<file path="src/rtl/tcp_framer.sv">
// TCP segment builder: emits a fixed 20-byte header (checksum zero), then passes the payload through.
// Optional build macro TCP_FRAMER_HEADER_ONLY_EN: zero-length segments end at HDR4 with tlast and consume no payload.
module tcp_framer (
    input  logic        clk,
    input  logic        areset,
    input  logic        hdr_valid,
    output logic        hdr_ready,
    input  logic [15:0] hdr_length_bytes,
    input  logic [15:0] hdr_src_port,
    input  logic [15:0] hdr_dst_port,
    input  logic [31:0] hdr_seq_num,
    input  logic [31:0] hdr_ack_num,
    input  logic        hdr_ack,
    input  logic        hdr_rst,
    input  logic        hdr_syn,
    input  logic        hdr_fin,
    input  logic [15:0] hdr_window_size,
    input  logic        axis_i_tvalid,
    output logic        axis_i_tready,
    input  logic        axis_i_tlast,
    input  logic [31:0] axis_i_tdata,
    input  logic [3:0]  axis_i_tkeep,
    output logic        axis_o_tvalid,
    input  logic        axis_o_tready,
    output logic        axis_o_tlast,
    output logic [31:0] axis_o_tdata,
    output logic [3:0]  axis_o_tkeep,
    output logic [15:0] axis_o_length_bytes
);

    localparam int AXIS_BYTES = 4;
    localparam logic [15:0] HDR_BYTES = 16'd20;

    typedef enum logic [2:0] {
        S_IDLE    = 3'd0,
        S_HDR0    = 3'd1,
        S_HDR1    = 3'd2,
        S_HDR2    = 3'd3,
        S_HDR3    = 3'd4,
        S_HDR4    = 3'd5,
        S_PAYLOAD = 3'd6
    } state_t;

    state_t      r_state;
    state_t      w_state_next;

    logic [15:0] r_src_port;
    logic [15:0] r_dst_port;
    logic [31:0] r_seq_num;
    logic [31:0] r_ack_num;
    logic        r_flag_ack;
    logic        r_flag_rst;
    logic        r_flag_syn;
    logic        r_flag_fin;
    logic [15:0] r_window_size;
    logic [15:0] r_seg_length;
`ifdef TCP_FRAMER_HEADER_ONLY_EN
    logic [15:0] r_length_bytes;
`endif

    logic [15:0] w_src_net;
    logic [15:0] w_dst_net;
    logic [15:0] w_win_net;
    logic [31:0] w_seq_net;
    logic [31:0] w_ack_net;
    logic [7:0]  w_flags;
    logic        w_hdr_handshake;
    logic        w_last_hdr;

    // Network order: the most significant byte lands on byte lane 0 (sent first).
    genvar gi;
    generate
        for (gi = 0; gi < AXIS_BYTES; gi++) begin : g_swap32
            assign w_seq_net[8*gi +: 8] = r_seq_num[8*(AXIS_BYTES-1-gi) +: 8];
            assign w_ack_net[8*gi +: 8] = r_ack_num[8*(AXIS_BYTES-1-gi) +: 8];
        end
        for (gi = 0; gi < 2; gi++) begin : g_swap16
            assign w_src_net[8*gi +: 8] = r_src_port[8*(1-gi) +: 8];
            assign w_dst_net[8*gi +: 8] = r_dst_port[8*(1-gi) +: 8];
            assign w_win_net[8*gi +: 8] = r_window_size[8*(1-gi) +: 8];
        end
    endgenerate

    assign w_flags             = {3'b000, r_flag_ack, 1'b0, r_flag_rst, r_flag_syn, r_flag_fin};
    assign w_hdr_handshake     = (r_state == S_IDLE) && hdr_valid;
    assign axis_o_length_bytes = r_seg_length;

`ifdef TCP_FRAMER_HEADER_ONLY_EN
    assign w_last_hdr = (r_length_bytes == 16'd0);
`else
    assign w_last_hdr = 1'b0;
`endif

    always_ff @(posedge clk or posedge areset) begin
        if (areset) begin
            r_state       <= S_IDLE;
            r_src_port    <= '0;
            r_dst_port    <= '0;
            r_seq_num     <= '0;
            r_ack_num     <= '0;
            r_flag_ack    <= 1'b0;
            r_flag_rst    <= 1'b0;
            r_flag_syn    <= 1'b0;
            r_flag_fin    <= 1'b0;
            r_window_size <= '0;
            r_seg_length  <= '0;
`ifdef TCP_FRAMER_HEADER_ONLY_EN
            r_length_bytes <= '0;
`endif
        end else begin
            r_state <= w_state_next;
            if (w_hdr_handshake) begin
                r_src_port    <= hdr_src_port;
                r_dst_port    <= hdr_dst_port;
                r_seq_num     <= hdr_seq_num;
                r_ack_num     <= hdr_ack_num;
                r_flag_ack    <= hdr_ack;
                r_flag_rst    <= hdr_rst;
                r_flag_syn    <= hdr_syn;
                r_flag_fin    <= hdr_fin;
                r_window_size <= hdr_window_size;
                r_seg_length  <= hdr_length_bytes + HDR_BYTES;
`ifdef TCP_FRAMER_HEADER_ONLY_EN
                r_length_bytes <= hdr_length_bytes;
`endif
            end
        end
    end

    always_comb begin
        w_state_next  = r_state;
        hdr_ready     = 1'b0;
        axis_i_tready = 1'b0;
        axis_o_tvalid = 1'b0;
        axis_o_tlast  = 1'b0;
        axis_o_tdata  = '0;
        axis_o_tkeep  = '0;
        case (r_state)
            S_IDLE: begin
                hdr_ready = 1'b1;
                if (hdr_valid) begin
                    w_state_next = S_HDR0;
                end
            end
            S_HDR0: begin
                axis_o_tvalid = 1'b1;
                axis_o_tkeep  = 4'hF;
                axis_o_tdata  = {w_dst_net, w_src_net};
                if (axis_o_tready) begin
                    w_state_next = S_HDR1;
                end
            end
            S_HDR1: begin
                axis_o_tvalid = 1'b1;
                axis_o_tkeep  = 4'hF;
                axis_o_tdata  = w_seq_net;
                if (axis_o_tready) begin
                    w_state_next = S_HDR2;
                end
            end
            S_HDR2: begin
                axis_o_tvalid = 1'b1;
                axis_o_tkeep  = 4'hF;
                axis_o_tdata  = w_ack_net;
                if (axis_o_tready) begin
                    w_state_next = S_HDR3;
                end
            end
            S_HDR3: begin
                axis_o_tvalid = 1'b1;
                axis_o_tkeep  = 4'hF;
                axis_o_tdata  = {w_win_net, w_flags, 8'h50};
                if (axis_o_tready) begin
                    w_state_next = S_HDR4;
                end
            end
            S_HDR4: begin
                // Checksum and urgent pointer are both zero on this beat.
                axis_o_tvalid = 1'b1;
                axis_o_tkeep  = 4'hF;
                axis_o_tlast  = w_last_hdr;
                if (axis_o_tready) begin
                    w_state_next = w_last_hdr ? S_IDLE : S_PAYLOAD;
                end
            end
            S_PAYLOAD: begin
                axis_o_tvalid = axis_i_tvalid;
                axis_i_tready = axis_o_tready;
                axis_o_tdata  = axis_i_tdata;
                axis_o_tkeep  = axis_i_tkeep;
                axis_o_tlast  = axis_i_tlast;
                if (axis_i_tvalid && axis_o_tready && axis_i_tlast) begin
                    w_state_next = S_IDLE;
                end
            end
            default: begin
                w_state_next = S_IDLE;
            end
        endcase
    end

endmodule

</file>
<file path="config.mk">
export PLATFORM = sky130hd
export DESIGN_NAME = tcp_framer
export DESIGN_NICKNAME = d
export VERILOG_FILES = /design/src/rtl/tcp_framer.sv
export SDC_FILE = /design/constraint.sdc
export NUM_CORES = 1
export LEC_CHECK = 0
export ABC_AREA = 0
export BUFFER_PORTS_ARGS = -buffer_cell sky130_fd_sc_hd__buf_2
export CAP_MARGIN = 5
export CORE_MARGIN = 2
export CORE_UTILIZATION = 46
export CTS_BUF_LIST = sky130_fd_sc_hd__clkbuf_16
export DETAILED_ROUTE_END_ITERATION = 16
export PLACE_DENSITY = 0.79
export SLEW_MARGIN = 20
export SYNTH_ARGS = -nofsm -noshare
export SYNTH_HDL_FRONTEND = slang
export SYNTH_SLANG_ARGS = --single-unit
</file>
<file path="constraint.sdc">
create_clock -name clk -period 15.15 [get_ports clk]
set_input_delay 4.545 -clock clk [delete_from_list [all_inputs] [get_ports clk]]
set_output_delay 4.545 -clock clk [all_outputs]
set_load 0.005 [all_outputs]
</file>
### Yosys cells after proc, flatten, opt, wreduce, memory -nomap -nowiden

Cells that the tools add are included.

| cells by class | value |
|---|---|
| equality and inequality tests | 13 |
| muxes and demuxes | 14 |
| add/subtract/negate cells | 1 |
| reduce and logical (&&, ||, !) cells | 6 |

Operators with widths:

| kind | count |
|---|---|
| 32-bit case mux with 5 select lines | 1 |
| 3-bit two-way mux | 7 |
| 3-bit case mux with 7 select lines | 1 |
| 16-bit by 5-bit adder with 16-bit output, second input constant | 1 |
| 2-bit != test, second input constant | 7 |
| 3-bit == test, second input constant | 3 |
| 4-bit case mux with 2 select lines | 1 |
| 7-bit AND reduction | 1 |
| 3-bit by 2-bit == test with 1-bit output, second input constant | 2 |
| 5-bit OR reduction | 1 |
| 3-bit by 1-bit == test with 1-bit output, second input constant | 1 |
| 1-bit logical AND | 3 |
| 3-bit zero test | 1 |
| 1-bit two-way mux | 3 |
| 1-bit case mux with 2 select lines | 1 |

| word-level totals | value |
|---|---|
| input bits | 174 |
| logic and storage cells | 45 |
| output and inout bits | 56 |
| flip-flop bits (word level) | 135 |

### Longest topological paths before layout

| depth | value |
|---|---|
| word-level depth | 4 |
| mapped depth | 8 |
| depth with buffers taken out | 5 |

### Least setup slack after synthesis

No wires, ideal clock.

| timing path | value |
|---|---|
| kind | input to output |
| start | in axis_i_tdata[30] |
| end | out axis_o_tdata[30] |
| arrival | 5066 ps |
| cell stages on the path | 3 |
| path buffers | 0 |
| required time | 10605 ps |
| slack | 5539 ps |
| cells stage by stage | mux2_2 a22oi_1 o22ai_1 |

| between the ends | value |
|---|---|
| longest elaborated chain between the ends | 1 |

Ends and longest elaborated chain:

| item | RTL line | RTL |
|---|---|---|
| start: declaration | 21 | `input logic [31:0] axis_i_tdata,` |
| 32-bit case mux with 5 select lines | 138 | `case (r_state)` |
| end: declaration | 26 | `output logic [31:0] axis_o_tdata,` |

Every way passes these cells.

### Worst setup path after layout

| timing path | value |
|---|---|
| start | in axis_i_tdata[25] |
| end | out axis_o_tdata[25] |

The elaborated chain is that of the path after synthesis.

==> metrics <==
H-tree depth reported by CTS=4; wire length of the first global-routing pass=roughly 28 mm; hold depth=2; most common flop cell mapped by yosys=sky130_fd_sc_hd__dfrtp_1; DP Wirelength=12.8 mm; minimum setup slack after placement=5.13 ns; switching power=0.000647 W; chip width=123 um; final setup violation count=0; placeable core region=13900 sq um; post-route clock skew=0.00764 ns; largest fanout of any net on the critical path=1; clock transition at the registers of the reported paths=0.05 ns; Max-Slew Margin vs Limit=0.270; leading post-synthesis cells by instance count=sky130_fd_sc_hd__nand2_1, sky130_fd_sc_hd__dfrtp_1, sky130_fd_sc_hd__mux2i_1; post-route worst hold slack=0.471 ns; CP endpoint kind=output port; Gate power share=0.407; share of cells above drive strength 1=0.295; share of the yosys chip area belonging to registers=0.515; detailed-routing iteration count for the pre-antenna-repair pass=5; Max Cap Viol=0; terminating pin of the worst hold path=r_ack_num[28]; number of enable-type register cells in the synthesized netlist=0; clock network power share=0.227; synthesized area divided by synthesized cell count=8.67 sq um; mapped cell area=about 6600 sq um; number of buffers inserted by post-CTS setup repair=0; leakage component of the power=4.51 nW; Initial Utilization=0.471; launch instance of the worst register-to-register path=r_state[0]; Root Driver=sky130_fd_sc_hd__clkbuf_16; depth of the worst register-to-register path=6; power per cell area=approximately 210 nW/um^2; terminus of the critical flop-to-flop path=r_flag_fin; dominant cells by area after synthesis=sky130_fd_sc_hd__dfrtp_1, sky130_fd_sc_hd__nand2_1, sky130_fd_sc_hd__mux2i_1, sky130_fd_sc_hd__mux2_2, sky130_fd_sc_hd__o22ai_1; Via Count=5859; per-cell routed wire length=16.1 um; area share of the leading cell type in the synthesized netlist=0.515; maximum number of pins on one net before global-route repair=83; largest family of logic cells by synthesized area=simple AND/OR/NAND/NOR gates; maximum vdd ir drop=between 0.1 and 0.15 mV; Final Critical Period=10.03 ns; WP data arrival=5.49 ns; number of warnings issued by yosys=0; number of hold buffers added after cts=0; post-route antenna net violation count=0; fraction of the mapped netlist area in compound gates=0.0806; Die ar.=about 15000 sq um; post-synth net total=932; Global Route Usage Sum=0.251; timing-limited maximum frequency=99.7 MHz; I/O Buffers=229; clock insertion delay at the later pin of the skew report=between 0.4 and 0.5 ns; post-route setup slack=5.12 ns; standard cell with the maximum stage delay on the critical path=sky130_fd_sc_hd__a22oi_1; unrepaired setup endpoints after global routing=no; fraction of registers with async set or reset after synthesis=1.00; Sw Share=0.381; number of antenna violations at the first check in global routing=2; adder and majority gate portion of the synthesized area=0.00191; drt via density=just over 5; number of standard-cell rows in the floorplan=43; launch instance of the worst min-delay path=r_ack_num[28]; series of cell instances along the critical path=buf_2 -> mux2_2 -> a22oi_1 -> o22ai_1 -> buf_2; max incr delay on CP=0.28 ns; result of the run=complete, no violations; final RePlAce weighted congestion=0.829; r2r setup slk=12.15 ns; transition at the pin with the smallest max-transition slack=1.09 ns; classification of the worst setup path=in2out; total I/O pin count=230; number of gates resized after cts=0; number of hold violations in the final report=0; total clock sinks=135; share of cell area taken by muxes after synthesis=0.0966; number of clock buffers inserted by TritonCTS=17; aggregate routed wire length=18.6 mm; fraction of the core area covered by cells at the end of the flow=0.594; simple-gate share of the synthesized area=0.250; Hold WC Path Type=reg2reg; share of total power in sequential cells=0.366; global-route congestion overflow total=0; CTS tree=yes; number of different library cells in the post-synthesis netlist=38; area growth from synthesis to layout=26.2%; residual DRC count=0; initial DRC count=387; crit share post-route=0.662; cell with the most instances after synthesis=sky130_fd_sc_hd__nand2_1; area leader, netlist=sky130_fd_sc_hd__dfrtp_1; via count of the first global-routing pass=5674; max-slew violation total from the final report=0; Cells after Synth=about 760; WP data required=roughly 11 ns; Synth Area in XOR/XNOR=0.0133; Net count, final=about 1100; summed negative setup slack over all endpoints=0 ns; most frequent CP cell=sky130_fd_sc_hd__buf_2; number of synthesized register bits=135; Die Span Y=123 um; design internal power=0.00105 W; Longest Clk Path Bufs=2; kind of start point of the critical path=input port
## power groups by stage
stage                     Clock (W)  Combinational [W]  Sequential [W]
after detailed placement          0           0.000694        0.000625
after global placement            0           0.000677        0.000620
after global routing       0.000411           0.000776        0.000640
final                      0.000386           0.000693        0.000622
after floorplan                   0           0.000482        0.000597
after CTS                  0.000392           0.000699        0.000621
## cell usage in the layout, fill, tap and decap left out, drive strengths merged, types with 2 or more instances in the layout
cell,netlist,routed
nand2,376,376
buf,25,236
dfrtp,135,135
mux2i,42,42
o22ai,29,29
mux2,19,19
a22oi,19,19
clkbuf,27,17
o21ai,16,16
a21oi,10,10
nand2b,8,8
xor2,8,8
nand3,7,7
clkinv,0,6
and3,5,5
inv,2,5
nor2b,4,4
nor2,3,3
nand4,3,3
clkinvlp,0,3
diode,0,2
o221ai,2,2
xnor2,2,2
bufinv,0,2
nor3,2,2
and2,2,2
## kinds of logic (layout without fill, tap and decap cells)
kind of cell,after synthesis,in the layout
buf+inv,54,269
fa+ha+maj,1,1
other cells,0,2
simple gates,413,413
xor+xnor,10,10
flops,135,135
mux,61,61
compound gates,83,83
## registers in the layout (all words and copies together) (netlist names)
register             count
r_flag_ack               1
r_dst_port              16
r_seq_num               32
r_flag_fin               1
r_flag_syn               1
r_state                  3
r_ack_num               32
r_window_size           16
axis_o_length_bytes     16
r_flag_rst               1
r_src_port              16
## layer usage
metal	global-route usage	vias to the layer above	wire length [um]
li1	-	2888	-
met1	0.303	2705	7730
met2	0.420	246	8990
met3	0.0876	20	1530
met4	0.0824	0	342
met5	0	-	0
## final cells by class
type	instances	area [sq um]
fill	1222	5650
sequential	135	3380
multi-input combinational	568	2920
timing repair buffer	236	1200
clock buffer	17	425
tap	180	225
clock inverter	14	120
inverter	2	12.5
antenna	2	5.00
## how the worst max path moves through the flow
stage / from / endpoint / slack (ns) / cells after the start
final: axis_i_tdata[25] / axis_o_tdata[25] / 5.12 / 5
after global routing: axis_i_tdata[10] / axis_o_tdata[10] / 5.10 / 5
after CTS: axis_i_tdata[10] / axis_o_tdata[10] / 5.12 / 5
after detailed placement: axis_i_tdata[10] / axis_o_tdata[10] / 5.13 / 5
after global placement: axis_i_tdata[10] / axis_o_tdata[10] / 5.12 / 5
after floorplan: axis_i_tdata[30] / axis_o_tdata[30] / 5.54 / 3
## metrics by stage
| stage | instances | area, sq um | total power, W |
|---|---|---|---|
| 2_1_floorplan | 757 | 6560 | 0.00108 |
| 3_3_place_gp | 1121 | 7730 | 0.00130 |
| 3_5_place_dp | 1121 | 7730 | 0.00132 |
| 4_1_cts | 1152 | 8280 | 0.00171 |
| 5_1_grt | 1153 | 8280 | 0.00183 |
| 6_report | 1154 | 8280 | 0.00170 |
## critical path, delay by kind of cell
kind / cells / cell delay, ns
AO/OA/AOI/OAI: 2 / 0.43
buffers and inverters: 2 / 0.25
multiplexers: 1 / 0.25
No activity file was read; power rests on OpenSTA's default activity.
